===== config.mk =====
export PLATFORM = sky130hd
export DESIGN_NAME = ctrl_out_cfg_seq
export DESIGN_NICKNAME = d
export VERILOG_FILES = /design/src/rtl/ctrl_out_cfg_seq.sv
export SDC_FILE = /design/constraint.sdc
export NUM_CORES = 1
export LEC_CHECK = 0
export ABC_CLOCK_PERIOD_IN_PS = 4100
export BUFFER_PORTS_ARGS = -buffer_cell sky130_fd_sc_hd__clkbuf_2
export CORE_MARGIN = 2
export CORE_UTILIZATION = 30
export CTS_CLUSTER_DIAMETER = 50
export CTS_CLUSTER_SIZE = 20
export DETAILED_ROUTE_END_ITERATION = 10
export GPL_TIMING_DRIVEN = 0
export SLEW_MARGIN = 20
export SYNTH_ARGS = -nofsm -noshare
export SYNTH_HDL_FRONTEND = slang
export SYNTH_SLANG_ARGS = --single-unit

===== constraint.sdc =====
create_clock -name clock -period 4.1 [get_ports clock]
set_input_delay 0.41 -clock clock [delete_from_list [all_inputs] [get_ports clock]]
set_output_delay 0.41 -clock clock [all_outputs]
set_load 0.02 [all_outputs]

===== src/rtl/ctrl_out_cfg_seq.sv =====
// ctrl_out_cfg_seq: glitch-safe sequencer for the ctrl_out0/ctrl_out1 mux configuration words.
// Defers updates while running, blanks changed fields, applies, then acknowledges after settle.
`default_nettype none

module ctrl_out_cfg_seq #(
  parameter int REG_WIDTH           = 32,
  parameter int CTRL_OUT_SRC_BITS   = 5,
  parameter int CTRL_OUT_LEVEL_BITS = 2,
  parameter int NUM_DST             = 4,
  parameter int BLANK_CYCLES        = 4,
  parameter int BLANK_LEVEL         = 0,
  parameter int SETTLE_CYCLES       = 1,
  parameter logic [REG_WIDTH-1:0] RESET_CTRL0 = '0,
  parameter logic [REG_WIDTH-1:0] RESET_CTRL1 = '0
) (
  input  logic                 clock,
  input  logic                 reset_n,
  input  logic [REG_WIDTH-1:0] cfg0_in,
  input  logic [REG_WIDTH-1:0] cfg1_in,
  input  logic                 cfg_update,
  input  logic                 cfg_force,
  input  logic                 cfg_cancel,
  input  logic                 status_run,
  output logic [REG_WIDTH-1:0] ctrl_out0,
  output logic [REG_WIDTH-1:0] ctrl_out1,
  output logic                 cfg_busy,
  output logic                 cfg_pending,
  output logic                 cfg_done,
  output logic                 cfg_ignored
);

  localparam int FW   = CTRL_OUT_SRC_BITS + CTRL_OUT_LEVEL_BITS;
  localparam int MAXB = (BLANK_CYCLES > SETTLE_CYCLES) ? BLANK_CYCLES : SETTLE_CYCLES;
  localparam int MAXC = (MAXB > 1) ? MAXB : 1;
  localparam int CW   = $clog2(MAXC + 1);
  localparam logic [CW-1:0] BLANK_LOAD  = CW'((BLANK_CYCLES > 0) ? BLANK_CYCLES - 1 : 0);
  localparam logic [CW-1:0] SETTLE_LOAD = CW'((SETTLE_CYCLES > 0) ? SETTLE_CYCLES - 1 : 0);
  localparam logic [FW-1:0] BLANK_FIELD =
    {CTRL_OUT_LEVEL_BITS'(BLANK_LEVEL), CTRL_OUT_SRC_BITS'(0)};

  typedef enum logic [2:0] {
    S_IDLE      = 3'd0,
    S_WAIT_STOP = 3'd1,
    S_BLANK     = 3'd2,
    S_APPLY     = 3'd3,
    S_SETTLE    = 3'd4
  } state_t;

  state_t               state;
  logic [REG_WIDTH-1:0] shadow0, shadow1;
  logic [NUM_DST-1:0]   mask0, mask1;
  logic [CW-1:0]        cnt;
  logic                 ign_late;

  logic [REG_WIDTH-1:0] cand0, cand1, blank0, blank1;
  logic [NUM_DST-1:0]   new_mask0, new_mask1;
  logic                 same, go, finish, seq_active;

  // A request arriving this edge replaces the shadow, so compare against it directly.
  assign cand0 = cfg_update ? cfg0_in : shadow0;
  assign cand1 = cfg_update ? cfg1_in : shadow1;
  assign same  = (cand0 == ctrl_out0) && (cand1 == ctrl_out1);

  always_comb begin
    new_mask0 = '0;
    new_mask1 = '0;
    blank0    = ctrl_out0;
    blank1    = ctrl_out1;
    for (int i = 0; i < NUM_DST; i++) begin
      new_mask0[i] = cand0[i*FW +: FW] != ctrl_out0[i*FW +: FW];
      new_mask1[i] = cand1[i*FW +: FW] != ctrl_out1[i*FW +: FW];
      if (mask0[i]) blank0[i*FW +: FW] = BLANK_FIELD;
      if (mask1[i]) blank1[i*FW +: FW] = BLANK_FIELD;
    end
  end

  always_comb begin
    go = 1'b0;
    if (state == S_IDLE)
      go = cfg_update && (cfg_force || !status_run);
    else if (state == S_WAIT_STOP)
      go = !cfg_cancel && ((cfg_update && cfg_force) || !status_run);
  end

  assign finish     = ((state == S_APPLY) && (SETTLE_CYCLES == 0)) ||
                      ((state == S_SETTLE) && (cnt == '0));
  assign seq_active = (state == S_BLANK) || (state == S_APPLY) || (state == S_SETTLE);

  always_ff @(posedge clock or negedge reset_n) begin
    if (!reset_n) begin
      state       <= S_IDLE;
      shadow0     <= '0;
      shadow1     <= '0;
      mask0       <= '0;
      mask1       <= '0;
      cnt         <= '0;
      ign_late    <= 1'b0;
      ctrl_out0   <= RESET_CTRL0;
      ctrl_out1   <= RESET_CTRL1;
      cfg_busy    <= 1'b0;
      cfg_pending <= 1'b0;
      cfg_done    <= 1'b0;
      cfg_ignored <= 1'b0;
    end else begin
      cfg_done    <= 1'b0;
      cfg_ignored <= 1'b0;
      case (state)
        S_IDLE, S_WAIT_STOP: begin
          // A request dropped on the completion edge is reported here so it never overlaps cfg_done.
          cfg_ignored <= ign_late;
          ign_late    <= 1'b0;
          if (cfg_update) begin
            shadow0 <= cfg0_in;
            shadow1 <= cfg1_in;
          end
          if (go) begin
            mask0       <= new_mask0;
            mask1       <= new_mask1;
            cfg_pending <= 1'b0;
            if (same) begin
              cfg_done <= 1'b1;
              cfg_busy <= 1'b0;
              state    <= S_IDLE;
            end else begin
              cfg_busy <= 1'b1;
              if (BLANK_CYCLES == 0) begin
                state <= S_APPLY;
              end else begin
                state <= S_BLANK;
                cnt   <= BLANK_LOAD;
              end
            end
          end else if ((state == S_WAIT_STOP) && cfg_cancel) begin
            state       <= S_IDLE;
            cfg_busy    <= 1'b0;
            cfg_pending <= 1'b0;
          end else if ((state == S_IDLE) && cfg_update) begin
            state       <= S_WAIT_STOP;
            cfg_busy    <= 1'b1;
            cfg_pending <= 1'b1;
          end
        end
        S_BLANK: begin
          ctrl_out0 <= blank0;
          ctrl_out1 <= blank1;
          if (cnt == '0) state <= S_APPLY;
          else           cnt   <= cnt - 1'b1;
        end
        S_APPLY: begin
          ctrl_out0 <= shadow0;
          ctrl_out1 <= shadow1;
          if (SETTLE_CYCLES == 0) begin
            cfg_done <= 1'b1;
            cfg_busy <= 1'b0;
            state    <= S_IDLE;
          end else begin
            state <= S_SETTLE;
            cnt   <= SETTLE_LOAD;
          end
        end
        S_SETTLE: begin
          if (cnt == '0) begin
            cfg_done <= 1'b1;
            cfg_busy <= 1'b0;
            state    <= S_IDLE;
          end else begin
            cnt <= cnt - 1'b1;
          end
        end
        default: begin
          state       <= S_IDLE;
          cfg_busy    <= 1'b0;
          cfg_pending <= 1'b0;
        end
      endcase
      if (seq_active && cfg_update) begin
        if (finish) ign_late    <= 1'b1;
        else        cfg_ignored <= 1'b1;
      end
    end
  end

endmodule

`default_nettype wire


## Word level (Yosys, flattened, before mapping)

Index checks and enable logic that the tools add are counted.

| word-level totals | value |
|---|---|
| logic and storage cells | 132 |
| output and inout port bits | 68 |
| bits of input ports | 70 |
| register bits after elaboration | 147 |

| cells by class | value |
|---|---|
| multiplexer cells | 43 |
| eq/ne operators | 28 |
| bitwise logic cells | 3 |
| reduce and logical (&&, ||, !) cells | 36 |
| add/subtract/negate cells | 1 |

Operator list:

| operator | count |
|---|---|
| $pmux W32 S2 | 2 |
| $eq A32 B32 Y1 | 2 |
| $mux W32 | 2 |
| $mux W7 | 8 |
| $ne A7 B7 Y1 | 8 |
| $mux W3 | 8 |
| $ne A2 B2 Y1 const B | 12 |
| $reduce_and A2 Y1 | 11 |
| $mux W1 | 17 |
| $pmux W3 S4 | 1 |
| $pmux W3 S3 | 1 |
| $logic_and A1 B1 Y1 | 8 |
| $eq A3 B2 Y1 const B | 2 |
| $logic_not A3 Y1 | 2 |
| $reduce_and A3 Y1 | 2 |
| $reduce_or A2 Y1 | 3 |
| $logic_or A1 B1 Y1 | 4 |
| $ne A4 B4 Y1 const B | 1 |
| $pmux W1 S2 | 2 |
| $reduce_and A4 Y1 | 1 |
| $eq A3 B1 Y1 const B | 1 |
| $eq A3 B3 Y1 const B | 1 |
| $not A1 Y1 | 3 |
| $pmux W1 S3 | 1 |
| other kinds (7) | 8 |

## Logic depth before layout (Yosys ltp)

Gate-level depths: netlist (run 1).

| depth | value |
|---|---|
| depth in word-level cells | 7 |
| gate-level depth with buffers | 9 |

## Worst setup path before layout (run 1)

Ideal clock, no wire load.

| timing path | value |
|---|---|
| kind | input port to flip-flop |
| from | input port cfg_update |
| to | register cnt[2] |
| arrival time | 1.971 ns |
| buffers on the path | 2 |
| setup time | 0.068 ns |
| setup slack | 2.061 ns |
| cell stages on the path | 9 |
| cells stage by stage | buf_6 -> buf_2 -> mux2i_1 -> xor2_1 -> nand4_1 -> nor4_1 -> nand4_1 -> o21bai_2 -> a32o_1 |

| between the ends | value |
|---|---|
| cells in the longest elaborated chain, start to end | 7 |
| elaborated cells between the ends (all ways) | 14 |
| those cells by class | eq/ne: 4; mux: 4; reduce/logical: 6 |

Ends and longest elaborated chain:

| element | line | RTL |
|---|---|---|
| from (decl) | 20 | `input logic cfg_update,` |
| parallel branches: the longest is 6 deep, another holds $mux W32 | -- |  |
| $reduce_and A4 Y1 (no line) (*) | -- |  |
| to (signal assigned) | 147 | `else cnt <= cnt - 1'b1;` |
| to (signal assigned) | 167 | `cnt <= cnt - 1'b1;` |
| to (decl) | 52 | `logic [CW-1:0] cnt;` |

Every way passes the cells marked *.
A chain may end at the register's enable or synchronous reset.

## Worst setup path in the final report (run 1)

| timing path | value |
|---|---|
| from | register state[2] |
| to | register ctrl_out1[17] |

| between the ends | value |
|---|---|
| cells in the longest elaborated chain, start to end | 3 |
| elaborated cells between the ends (all ways) | 6 |
| those cells by class | eq/ne: 3; mux: 1; reduce/logical: 2 |

Ends and longest elaborated chain:

| element | line | RTL |
|---|---|---|
| from (decl) | 49 | `state_t state;` |
| from (signal assigned) | 91 | `state <= S_IDLE;` |
| from (signal assigned) | 123 | `state <= S_IDLE;` |
| from (signal assigned) | 127 | `state <= S_APPLY;` |
| $eq A3 B2 Y1 | 107 | `case (state)` |
| $ne A2 B2 Y1 (no line) or $reduce_bool A2 Y1 (tied branches) | -- |  |
| $reduce_and A2 Y1 (no line) | -- |  |
| to (signal assigned) | 145 | `ctrl_out1 <= blank1;` |
| to (signal assigned) | 151 | `ctrl_out1 <= shadow1;` |
| to (decl) | 25 | `output logic [REG_WIDTH-1:0] ctrl_out1,` |

Several ways; a longest one is shown, not always the timed one. The select of a mux whose other input is x is not followed.

==> results of run 1 <==
==> final timing paths <==
path                                      start                         to  depth (start not counted)
min                                 cfg0_in[21]    shadow0[21]$_DFFE_PN0N_                          3
min in group asynchronous               reset_n   ctrl_out1[9]$_DFFE_PN0P_                          2
max                        state[2]$_DFFE_PN0P_  ctrl_out1[17]$_DFFE_PN0P_                          6
min reg2reg                mask0[3]$_DFFE_PN0P_       mask0[3]$_DFFE_PN0P_                          2
max reg2reg                state[2]$_DFFE_PN0P_  ctrl_out1[17]$_DFFE_PN0P_                          6
max in group asynchronous               reset_n    shadow0[29]$_DFFE_PN0N_                          3
==> placed cells by master (no fill, tap or decap), types with 5 or more instances in the layout <==
| master | instances |
|---|---|
| xor2_1 | 43 |
| a22o_1 | 57 |
| mux2i_1 | 65 |
| nor4_1 | 5 |
| nor2_1 | 6 |
| o21ai_0 | 10 |
| a21oi_1 | 5 |
| clkbuf_2 | 135 |
| o21ai_1 | 8 |
| clkbuf_8 | 6 |
| clkbuf_16 | 17 |
| nand4_1 | 12 |
| bufinv_16 | 5 |
| clkbuf_1 | 23 |
| dfrtp_1 | 147 |
| xnor2_1 | 21 |
| nand2_1 | 233 |
==> layout make-up <==
cell class,count,area [um^2]
clock buffer,23,498.0
buffer,32,151.4
fill,2268,13970
sequential,147,3679
timing repair buffer,138,726.9
tap,285,356.6
clock inverter,9,172.7
inverter,4,15.01
multi-input combinational,496,3072
==> sequential cells by signal, indices dropped and copies added (netlist names) <==
signal and flops:
shadow0 32, ctrl_out0 32, cnt 3, state 3, cfg_busy 1, ctrl_out1 32
shadow1 32, cfg_pending 1, mask1 4, cfg_ignored 1, mask0 4, cfg_done 1
ign_late 1
==> worst register-to-register path: stages (launching register included) <==
cell	delay [ps]
dfrtp_1	450
nor2b_1	130
clkbuf_1	390
a21oi_1	210
nor2_1	590
clkbuf_1	680
a22o_1	260
==> cells by family after synthesis <==
family	share of synthesized area
XOR/XNOR	0.08104
buffers and inverters	0.02406
adder cells (fa/ha/maj)	0.003617
flip-flops	0.5318
AO/OA/AOI/OAI	0.1044
AND/OR/NAND/NOR	0.1610
multiplexers	0.09407
==> report_power, final <==
| group | switching [mW] | internal [mW] | leakage (nW) |
|---|---|---|---|
| sequential | 0.577 | 2.14 | 1.82 |
| combinational | 1.81 | 1.15 | 2.34 |
| clock | 0.623 | 1.16 | 0.329 |
==> per-layer routing <==
layer  vias to the layer above  global-route usage  routed length [um]
met1                      2685              0.2339                9381
met5                         -                   0                   0
met2                       127              0.2649                9211
met3                        25             0.04056                 999
li1                       2629                   -                   -
met4                         0             0.05374                 348
==> flow_summary.ini, run 1 <==
[floorplan]
die_y_um = 155.8
io_pins = 138
rows = 55
start_util = 0.3055
dieArea_mm2 = 0.02429
core_area_mm2 = 0.02264
die_x_um = 155.8

[cells_and_area]
layout.nets = 908
antenna_cells = 0
final_util = 0.3830
synthToLayoutAreaGrowth_pct = 25.36
drive_gt1_frac = 0.2120
final_cells = 1134
final_area_mm2 = 0.008671

[setup_path]
worst_setup_path_start_kind = flop
critPathMaxStageDelay_ps = 680
r2r_slack_ps = 1340
cp.required_ps = 4460
path_delay_family = buffers and inverters
critPathMaxFanout = 10
path_cells = nor2b_1 > clkbuf_1 > a21oi_1 > nor2_1 > clkbuf_1 > a22o_1
crit_buf_inv = 2
crit_slowest_cell = clkbuf_1
crit_type = flop to flop
end_kind = flop
critPathMostFrequentCell = clkbuf_1
worstPathArrival_ps = 3130

[placement]
io_buffers = 136
gp_congestion = 0.7894
place_area_mm2 = 0.007990
pre_cts_ws_ps = 1190
hpwl_mm = 14.23
dpl.cell_count = 1101

[power]
ir_drop_mv = 0.2553
finalPower_mw = 7.463
p_leak_nw = 4.488
p_per_area_mw_per_mm2 = 860.7

[grt]
grt_antenna_before_repair = 0
first_global_vias = 5415
grt_first_pass_wirelength_mm = 30.99
overflow = 0
grtUsageTotal = 0.1699
grt_max_degree = 87

[clock_tree]
cts_resized = 0
postCtsHoldBufs = 1
clk_latency_ps = 430
cts_buffer_depth = 2
cts.clk_slew.worst_paths_ps = 60
post_cts_buffers = 0
cts_buffers = 17
clock-root-buffer = clkbuf_16
htree_num_levels = 4
tritoncts = yes
cts.sinks = 147

[yosys]
synth.cell_area_mm2 = 0.006917
netlist_top_cells_count = 233 x nand2_1, 147 x dfrtp_1, 65 x mux2i_1
ys_ff_latch = 147
ys_seq_area_frac = 0.5318
synth_largest_area_cell = dfrtp_1
synth_ff_type = dfrtp_1
synth.most_common_cell = nand2_1
synth_top_area_frac = 0.5318
synth-edff-count = 0
synth_area_per_cell_um2 = 10.19
synth_cell_types = 35
yosysWarnings = 0
synthesis.instances = 679
syn_nets = 751
asyncSetResetFlopFracSynth = 1.000
synth_area_leaders = dfrtp_1 53%, nand2_1 13%, mux2i_1 9.4%

[routing]
via_count = 5466
drt_wl_total_mm = 19.94
drc = 0
drtIter0Drc = 296
wire_per_inst_um = 17.58
dr.pass1.iters = 4
ant_nets = 0
routed_via_density = 4.820

[timing]
tns_ps = 0
period_share = 0.6742
hold_viol_final = 0
fmax_mhz = 361.7
rsz0062_at_grt = no
tightest_slew_ps = 837.8
skew_ps = 9.272
setup_ws_ps = 1336
period_minus_slack_ps = 2764
maxSlewViolCount = 0
setup_violations = 0
slew_headroom = 0.4409
worst_hold_slack_ps = 187.7

[worst_hold_path]
worst_hold_path_type = input pin to flop

[job]
cap_viol_max_count = 0

[outcome]
status = finished clean
(Power assumes the default switching activity.)
==> inputs of run 2 (changes only) <==
ABC_CLOCK_PERIOD_IN_PS = 2600   (was 4100)
clock period = 2.6 ns   (was 4.1 ns; I/O delays follow)
==> run 2 against run 1 <==
Total power rose by 58%. Non-clock buffer count did not move. Cell count did not move. Worst hold slack got worse by 150 ps. Highest routed layer unchanged. Final area rose by 0.10%. Sequential share of layout area barely moved. Routed wire length rose by 0.33%. Via count fell by 0.22%. Critical path depth did not move. Maximum frequency rose by 19%.
==> flow_summary.ini, run 2 (synthesis results as in run 1) <==
[setup_path]
worst_setup_path_start_kind = flop
critPathMaxFanout = 10
cp.required_ps = 2970
crit_slowest_cell = clkbuf_1
path_cells = nor2_1 > and2_1 > clkbuf_1 > clkbuf_1 > nand2_1 > nand2_1
worstPathArrival_ps = 2690
end_kind = flop
critPathMaxStageDelay_ps = 580
crit_type = flop to flop

[floorplan]
io_pins = 138
die_y_um = 155.8
die_x_um = 155.8
rows = 55
core_area_mm2 = 0.02264
start_util = 0.3055
dieArea_mm2 = 0.02429

[cells_and_area]
seq_area_mm2 = 0.003679
synthToLayoutAreaGrowth_pct = 25.49
mostFrequentLayoutCell = nand2_1
layout.nets = 908
drive_gt1_frac = 0.2191
layout_common_cells = 233 x nand2_1, 147 x dfrtp_1, 140 x clkbuf_2, 65 x mux2i_1, 57 x a22o_1
multi_input_area_mm2 = 0.003074
fill_cells = 2262
antenna_cells = 0
final_util = 0.3834

[grt]
grt_max_degree = 87
grt_first_pass_wirelength_mm = 30.97
grtUsageTotal = 0.1698
overflow = 0
grt_antenna_before_repair = 0
first_global_vias = 5414

[power]
ir_drop_mv = 0.4064
clkPwrFrac = 0.239
p_int_mw = 7.033
p_sw_frac = 0.4036
p_per_area_mw_per_mm2 = 1359
pwr-share-comb = 0.398
pwr-share-seq = 0.364
p_leak_nw = 4.504
p_sw_mw = 4.759

[outcome]
status = finished clean

[routing]
ant_nets = 0
dr.pass1.iters = 4
via_count = 5454
wire_per_inst_um = 17.64
routed_via_density = 4.810
drtIter0Drc = 260
drt_wl_total_mm = 20.01
drc = 0

[placement]
gp_congestion = 0.7894
hpwl_mm = 14.23
io_buffers = 136
pre_cts_ws_ps = -192.6

[clock_tree]
htree_num_levels = 4
cts.sinks = 147
cts_buffers = 17
cts_buffer_depth = 2
clock-root-buffer = clkbuf_16
tritoncts = yes
clk_latency_ps = 430
cts.clk_slew.worst_paths_ps = 60

[timing]
period_share = 0.8948
setup_ws_ps = 273.6
setup_violations = 0
maxSlewViolCount = 0
fmax_mhz = 429.9
rsz0062_at_grt = no
hold_viol_final = 0
skew_ps = 9.255
worst_hold_slack_ps = 34.72
period_minus_slack_ps = 2326
tightest_slew_ps = 836.7
slew_headroom = 0.4417

[job]
cap_viol_max_count = 0

[worst_hold_path]
worst_hold_path_type = input pin to flop
run 2: cell count changes in the layout (fill, tap and decap cells not counted):
cell / before / now
clkbuf_1: 23 / 18
clkbuf_2: 135 / 140
nor2_1: 6 / 5
nor2_2: 0 / 1
run 2: cell type report:
class / count / share of cell area
repair buffers: 138 / 0.08375
plain buffers: 32 / 0.01816
clock buffers: 23 / 0.05737
inverters: 4 / 0.001730
clock inverters: 9 / 0.01989
well taps: 285 / 0.04108
flip-flops and latches: 147 / 0.4238
multi-input cells: 496 / 0.3542
run 2: metrics by stage:
stage / cells / instance area, um^2 / power (mW) / setup TNS (ps)
after floorplan: 679 / 6917 / 7.384 / 0
after global placement: 1100 / 7954 / 8.958 / -226480
after detailed placement: 1101 / 7990 / 9.047 / -5176
after CTS: 1134 / 8676 / 11.91 / 0
after global routing: 1134 / 8680 / 12.63 / 0
final: 1134 / 8680 / 11.79 / 0
run 2: per-layer routing:
metal  global-route usage  wire length [um]
met1               0.2337              9388
met2               0.2649              9257
met3              0.04056              1015
met4              0.05374               344
met5                    0                 0
run 2: what timing repair did:
| action | in CTS | in global routing |
|---|---|---|
| gates resized for setup | 3 | 6 |
| endpoints found under the hold margin | 61 | 0 |
| hold buffers | 1 | 0 |
| setup endpoints to repair | 40 | 25 |
| pin swaps | 0 | 0 |
| buffers inserted | 0 | 0 |
run 2: worst max-delay path, delay by kind of cell (launching register included):
| family | cells | cell delay [ps] |
|---|---|---|
| buffers and inverters | 2 | 1100 |
| AND/OR/NAND/NOR | 4 | 710 |
| flip-flops | 1 | 450 |
run 2: worst paths after layout:
| check | start | to | slack [ps] | cells past startpoint |
|---|---|---|---|---|
| min in group asynchronous | reset_n | ctrl_out1[10]$_DFFE_PN0P_ | 390 | 2 |
| max in group asynchronous | reset_n | shadow0[29]$_DFFE_PN0N_ | 1360 | 3 |
| min reg2reg | mask0[3]$_DFFE_PN0P_ | mask0[3]$_DFFE_PN0P_ | 480 | 2 |
| max reg2reg | state[2]$_DFFE_PN0P_ | shadow0[29]$_DFFE_PN0N_ | 270 | 6 |
| max | state[2]$_DFFE_PN0P_ | shadow0[29]$_DFFE_PN0N_ | 270 | 6 |
| min | cfg0_in[21] | shadow0[21]$_DFFE_PN0N_ | 30 | 3 |
run 2: power by group through the flow:
| stage | Clock, mW | Combinational [mW] | Sequential [mW] |
|---|---|---|---|
| after floorplan | 0 | 2.68 | 4.70 |
| after global placement | 0 | 4.66 | 4.29 |
| after detailed placement | 0 | 4.73 | 4.32 |
| after CTS | 2.85 | 4.77 | 4.29 |
| after global routing | 2.97 | 5.23 | 4.44 |
| final | 2.81 | 4.69 | 4.29 |
